## config.mk

```make
export PLATFORM = sky130hd
export DESIGN_NAME = enc8to3_serial
export DESIGN_NICKNAME = d
export VERILOG_FILES = /design/src/rtl/enc8_pkg.sv /design/src/rtl/prio_enc8.sv /design/src/rtl/enc8to3_serial.sv
export SDC_FILE = /design/constraint.sdc
export NUM_CORES = 1
export LEC_CHECK = 0
export BUFFER_PORTS_ARGS = -buffer_cell sky130_fd_sc_hd__buf_2
export CAP_MARGIN = 20
export CORE_MARGIN = 3
export CORE_UTILIZATION = 54
export DETAILED_ROUTE_END_ITERATION = 12
export GPL_ROUTABILITY_DRIVEN = 0
export PLACE_DENSITY = 0.81
export RECOVER_POWER = 50
export SETUP_SLACK_MARGIN = 0.02
export SLEW_MARGIN = 20
export SYNTH_ARGS = -nofsm -noshare
export SYNTH_HDL_FRONTEND = slang
export SYNTH_SLANG_ARGS = --single-unit
```

## constraint.sdc

```tcl
create_clock -name Clock -period 4.6 [get_ports Clock]
set_input_delay 0.69 -clock Clock [delete_from_list [all_inputs] [get_ports Clock]]
set_output_delay 0.69 -clock Clock [all_outputs]
set_load 0.02 [all_outputs]
```

## src/rtl/enc8_pkg.sv

```systemverilog
// Shared types and constants for the serial 8-to-3 encoder.
package enc8_pkg;

    localparam int N    = 8;
    localparam int IDXW = $clog2(N);

    typedef enum logic {IDLE, SCAN} enc_state_t;
    typedef logic [IDXW-1:0] enc_idx_t;

    localparam logic [N-1:0] ONE = {{(N-1){1'b0}}, 1'b1};

    // True when exactly one bit of v is set.
    function automatic logic is_single(input logic [N-1:0] v);
        return (v != '0) && ((v & (v - ONE)) == '0);
    endfunction

endpackage

```

## src/rtl/prio_enc8.sv

```systemverilog
// Combinational priority finder over the pending vector.
// ENC8_MSB_FIRST_EN selects highest-set-bit priority; default is lowest-set-bit.
module prio_enc8
    import enc8_pkg::*;
(
    input  logic [N-1:0] pending,
    output logic         found,
    output enc_idx_t     idx
);

    always_comb begin
        found = |pending;
        idx   = '0;
`ifdef ENC8_MSB_FIRST_EN
        for (int i = 0; i < N; i++) begin
            if (pending[i]) idx = enc_idx_t'(i);
        end
`else
        // Walk downwards so the last hit, the lowest set bit, wins.
        for (int i = N - 1; i >= 0; i--) begin
            if (pending[i]) idx = enc_idx_t'(i);
        end
`endif
    end

endmodule

```

## src/rtl/enc8to3_serial.sv

```systemverilog
// Serial 8-to-3 encoder: accepts a multi-hot word and streams the index of each set bit.
// Scan direction follows ENC8_MSB_FIRST_EN (see prio_enc8).
module enc8to3_serial
    import enc8_pkg::*;
(
    input  logic         Clock,
    input  logic         Resetn,
    input  logic         In_valid,
    output logic         In_ready,
    input  logic [N-1:0] W,
    output logic         Out_valid,
    input  logic         Out_ready,
    output enc_idx_t     Y,
    output logic         Last,
    output logic         Zero
);

    enc_state_t   state_q, state_d;
    logic [N-1:0] pending_q, pending_d;
    logic         zero_q, zero_d;

    logic         found;
    enc_idx_t     idx;

    prio_enc8 u_prio (
        .pending (pending_q),
        .found   (found),
        .idx     (idx)
    );

    always_ff @(posedge Clock or negedge Resetn) begin
        if (!Resetn) begin
            state_q   <= IDLE;
            pending_q <= '0;
            zero_q    <= 1'b0;
        end else begin
            state_q   <= state_d;
            pending_q <= pending_d;
            zero_q    <= zero_d;
        end
    end

    always_comb begin
        state_d   = state_q;
        pending_d = pending_q;
        zero_d    = 1'b0;
        unique case (state_q)
            IDLE: begin
                if (In_valid) begin
                    if (W != '0) begin
                        pending_d = W;
                        state_d   = SCAN;
                    end else begin
                        zero_d = 1'b1;
                    end
                end
            end
            SCAN: begin
                if (Out_ready && found) begin
                    pending_d = pending_q & ~(ONE << idx);
                    if (is_single(pending_q)) state_d = IDLE;
                end
            end
            default: state_d = IDLE;
        endcase
    end

    // Y needs no gating: pending is empty outside SCAN, so the finder yields 0.
    assign Out_valid = (state_q == SCAN);
    assign In_ready  = (state_q == IDLE);
    assign Y         = idx;
    assign Last      = (state_q == SCAN) && is_single(pending_q);
    assign Zero      = zero_q;

endmodule

```

# ---- Word level (Yosys, flattened, before mapping)
# Index checks and enable logic that the tools add are counted.
# W data, S select, Z words.
dict set report word_totals {
  wordCells 40
  out_inout_bits 7
  register_bits 10
}
dict set report classes {
  n_reduce_logical 8
  n_mux 20
  n_shift 1
  addsub 1
  n_bitwise 4
  eq_ne 3
}
# operator count
set op_table {}
lappend op_table {{$mux W3} 8}
lappend op_table {{$mux W8} 3}
lappend op_table {{$and A8 B8 Y8} 2}
lappend op_table {{$pmux W8 S2} 1}
lappend op_table {{$reduce_bool A8 Y1} 2}
lappend op_table {{$logic_not A8 Y1} 1}
lappend op_table {{$not A8 Y8} 1}
lappend op_table {{$reduce_or A8 Y1} 1}
lappend op_table {{$shl A1 B3 Y8 const A} 1}
lappend op_table {{$sub A8 B1 Y8 const B} 1}
lappend op_table {{$mux W1} 7}
lappend op_table {{$ne A2 B1 Y1 const B} 2}
lappend op_table {{$logic_and A1 B1 Y1} 3}
lappend op_table {{$reduce_and A3 Y1} 1}
lappend op_table {{$ne A2 B2 Y1 const B} 1}
lappend op_table {{$pmux W1 S2} 1}
lappend op_table {{$not A1 Y1} 1}

# ---- Logic depth before layout (Yosys ltp)
dict set report depth {
  ltp_word 13
  ltp_mapped 6
}

# ---- Cells and area by module
# Synthesis repeated with hierarchy kept, for this count alone.
dict set report unflattened {
  cells_unflattened 73
  hier_area_um2 724.4
}
# mod instances cells_each area_each_um2
set by_module_without_submodules {}
lappend by_module_without_submodules {enc8to3_serial 1 60 643.1}
lappend by_module_without_submodules {prio_enc8 1 13 81.3}

# ---- Worst setup path after synthesis
# Ideal clock, no wire load.
dict set report synth_timing {
  path_kind {register to output}
  from {reg pending_q[2]}
  to {out Last}
  path_buffers 1
  arrival_ps 1591
  slack_ps 2319
  required_time_ps 3910
  path_stages_with_launch 6
  cell_sequence {dfrtp_1 buf_6 or4_4 a2111oi_4 a21o_1 and3_1}
}
dict set report synth_via {
  elab_chain_len 5
}
# item line_no
set synth_rtl {}
lappend synth_rtl {{start, declared} enc8to3_serial.sv:19} ;# logic [N-1:0] pending_q, pending_d;
lappend synth_rtl {{start signal, assigned} enc8to3_serial.sv:38} ;# pending_q <= pending_d;
lappend synth_rtl {{$sub A8 B1 Y8} enc8_pkg.sv:14} ;# return (v != '0) && ((v & (v - ONE)) == '0);
lappend synth_rtl {{$and A8 B8 Y8} enc8_pkg.sv:14}
lappend synth_rtl {{$logic_not A8 Y1} enc8_pkg.sv:14}
lappend synth_rtl {{$logic_and A1 B1 Y1 (*)} enc8_pkg.sv:14}
lappend synth_rtl {{$logic_and A1 B1 Y1 (*)} enc8to3_serial.sv:72} ;# assign Last = (state_q == SCAN) && is_single(pending_q);
lappend synth_rtl {{end, declared} enc8to3_serial.sv:14} ;# output logic Last,
# Every way passes the cells marked *; elsewhere a longest branch is shown, timed or not.

# ---- Final worst setup path
dict set report layout_timing {
  from {reg pending_q[4]}
  to {out Last}
}
# Same word-level chain as after synthesis.

==> run summary <==
cells after synthesis: 80
r2r startpoint: Out_valid
final wirelength: 1.784 mm
area growth from synthesis to layout: 9.262%
# Post-CTS Setup Buffers: 0
IO buf count: 18
largest net degree at the start of global routing: 13
Initial DRC Count: 38
Hold Buf Count CTS: 0
wire length of the first global-routing pass: 2.994 mm
Clk Latency, worst-skew pair: 0.27 ns
CTS resizes: 0
synth top area cells: dfrtp_1 34%, o21ai_0 4.8%, a221o_1 4.1%, nor2_1 4.1%, a2111oi_4 3.8%
PD cells: 750.2 mW/mm^2
CTS buffer count: 3
root buffer cell: clkbuf_4
Slew Viols, Final: 0
Sw Ratio: 50.81%
Net Switching: 0.3038 mW
Yosys top cell by area: dfrtp_1
post-route clock period utilization: 58.90%
area share of the leading cell type in the synthesized netlist: 34.31%
HPWL after DPL: 1.314 mm
min-delay worst type: primary input to async pin
kind of critical path: flip-flop to output port
die extent in x: 42.76 microns
Comb pwr share: 55.2%
DR pass1 iterations: 4
Sequential Power Share: 34.4%
detailed-route DRC error count: 0
Post-synth EDFFs: 0
GRT Resource Usage Total: 21.14%
# setup viols final: 0
# H-tree levels: 1
Hold WS: 0.3752 ns
CTS max path bufs: 2
status: complete, no violations
initial antenna violation count: 0
Total Nets Final: 109
Reg clk slew, reported paths: 0.07 ns
register bit count reported by yosys: 10
startpoint types: flip-flop
Die Ht: 42.76 microns
GRT Residual Overflow: 0
GRT met2 Usage: 31.44%
Yosys cell types: 33
Primary FF master, synth: dfrtp_1
Tmin final: 2.709 ns
Critical R2R Capture: pending_q[3]
routed vias/inst: 6.550
share of cells above drive strength 1: 26.32%
Worst EP arrival: 2.02 ns
Syn. warnings: 0
Post-DRT Antenna Nets: 0
ANT cells: 0
FF-to-FF path depth: 4
CTS Sinks: 10
Row Count: 12
post-synth net total: 92
met1 Use GR: 30.21%
vias in the first global route: 625
RSZ-0062 raised after global routing: false
Relative slew margins: 57.32%
fmax: 0.3691 GHz
Util after Layout: 67.19%
Max Cap Violations: 0
critical path peak fanout: 10
Ports: 19
Max Clock Skew: 0.002155 ns
TritonCTS clock tree: yes
FF-to-FF setup slack: 2.50 ns
Post-synth ARST share: 100.0%
Top Usage Layer GRT: met2
vias: 714
endpoints failing hold: 0
Leak: 0.3704 nW
worst vdd ir: 399.9 uV
global-route met3 utilization: 4.237%
critical path capture point type: output port
Worst Max-Slew Pin Slew: 0.6389 ns
register area share after synthesis: 34.31%
internal power: 0.2941 mW
Initial Util: 61.50%
synthesized cell area: 729.5 sq um
critical path required time: 3.91 ns
Final TNS setup: 0 ns
Clk pwr share: 10.3%
DIE AREA: 0.001828 sq mm
Mean Syn Cell Area: 9.118 sq um
Wirelength per Cell: 16.37 microns
Core Footprint: 0.001186 sq mm
==> state kept, by name (all words and copies together) (netlist names) <==
name,cells
pending_q,8
Zero,1
Out_valid,1
==> logic make-up after synthesis <==
group,Yosys count,synth area share [%]
AND/OR/NAND/NOR,28,20.93
AO/OA/AOI/OAI,32,34.65
buffers and inverters,10,10.12
flip-flops,10,34.31
==> worst max-delay path, cell delays in order, from the launching register on <==
cell     delay [ns]
dfrtp_1        0.51
or4_1          0.57
o21ai_0        0.21
a31oi_1        0.13
and3_1         0.17
buf_2          0.15
==> through the flow <==
step | instances | area (sq um) | setup slack (ns) | power (mW)
after floorplan | 80 | 729.5 | 2.319 | 0.4779
after global placement | 106 | 778.2 | 2.266 | 0.5274
after detailed placement | 106 | 778.2 | 2.193 | 0.5330
after CTS | 109 | 800.8 | 1.898 | 0.5936
after global routing | 109 | 797.0 | 1.834 | 0.6476
final | 109 | 797.0 | 1.891 | 0.5979
==> Yosys cell counts (2+ instances only) <==
| cell type | n |
|---|---|
| nand2_1 | 7 |
| inv_1 | 4 |
| nor2b_1 | 2 |
| a22o_1 | 2 |
| o31a_1 | 2 |
| nor2_1 | 8 |
| dfrtp_1 | 10 |
| o31ai_1 | 2 |
| a221o_1 | 3 |
| and3_1 | 3 |
| o21ai_0 | 7 |
| a21oi_1 | 4 |
| nor4_1 | 3 |
| buf_6 | 2 |
| a31oi_1 | 3 |
==> cell usage in the layout, fill, tap and decap left out, drive strengths merged, types with 3 or more instances in the layout <==
| cell type | count |
|---|---|
| a21oi | 4 |
| a221o | 3 |
| a22o | 3 |
| a31oi | 3 |
| and3 | 3 |
| buf | 15 |
| clkbuf | 6 |
| dfrtp | 10 |
| inv | 4 |
| nand2 | 7 |
| nor2 | 8 |
| nor4 | 4 |
| o21ai | 7 |
==> power by group through the flow <==
stage	Clock [mW]	Sequential, mW	Combinational, mW
after detailed placement	0	0.204	0.329
after floorplan	0	0.162	0.316
after global placement	0	0.201	0.327
after CTS	0.0606	0.202	0.331
final	0.0619	0.206	0.330
after global routing	0.0669	0.213	0.367
==> routing by layer <==
metal	part of all wire, %	up-vias
met5	0	-
met4	1.8	0
met3	8.7	5
met2	47	39
met1	42	328
li1	-	342
==> worst max path at each step <==
stage                 startpoint   end  slack [ns]  cells after the start
finish              pending_q[4]  Last        1.89                      5
global route        pending_q[3]  Last        1.83                      5
CTS                 pending_q[4]  Last        1.90                      5
detailed placement  pending_q[4]  Last        2.19                      5
global placement    pending_q[4]  Last        2.27                      5
floorplan           pending_q[2]  Last        2.32                      5
==> final cells by class <==
class | count | area, sq um
clock buffer | 3 | 22.52
multi-input combinational | 60 | 405.4
inverter | 4 | 15.01
sequential | 10 | 250.2
tap | 14 | 17.52
fill | 103 | 389.1
timing repair buffer | 18 | 86.33
No activity file was read; power rests on OpenSTA's default activity.
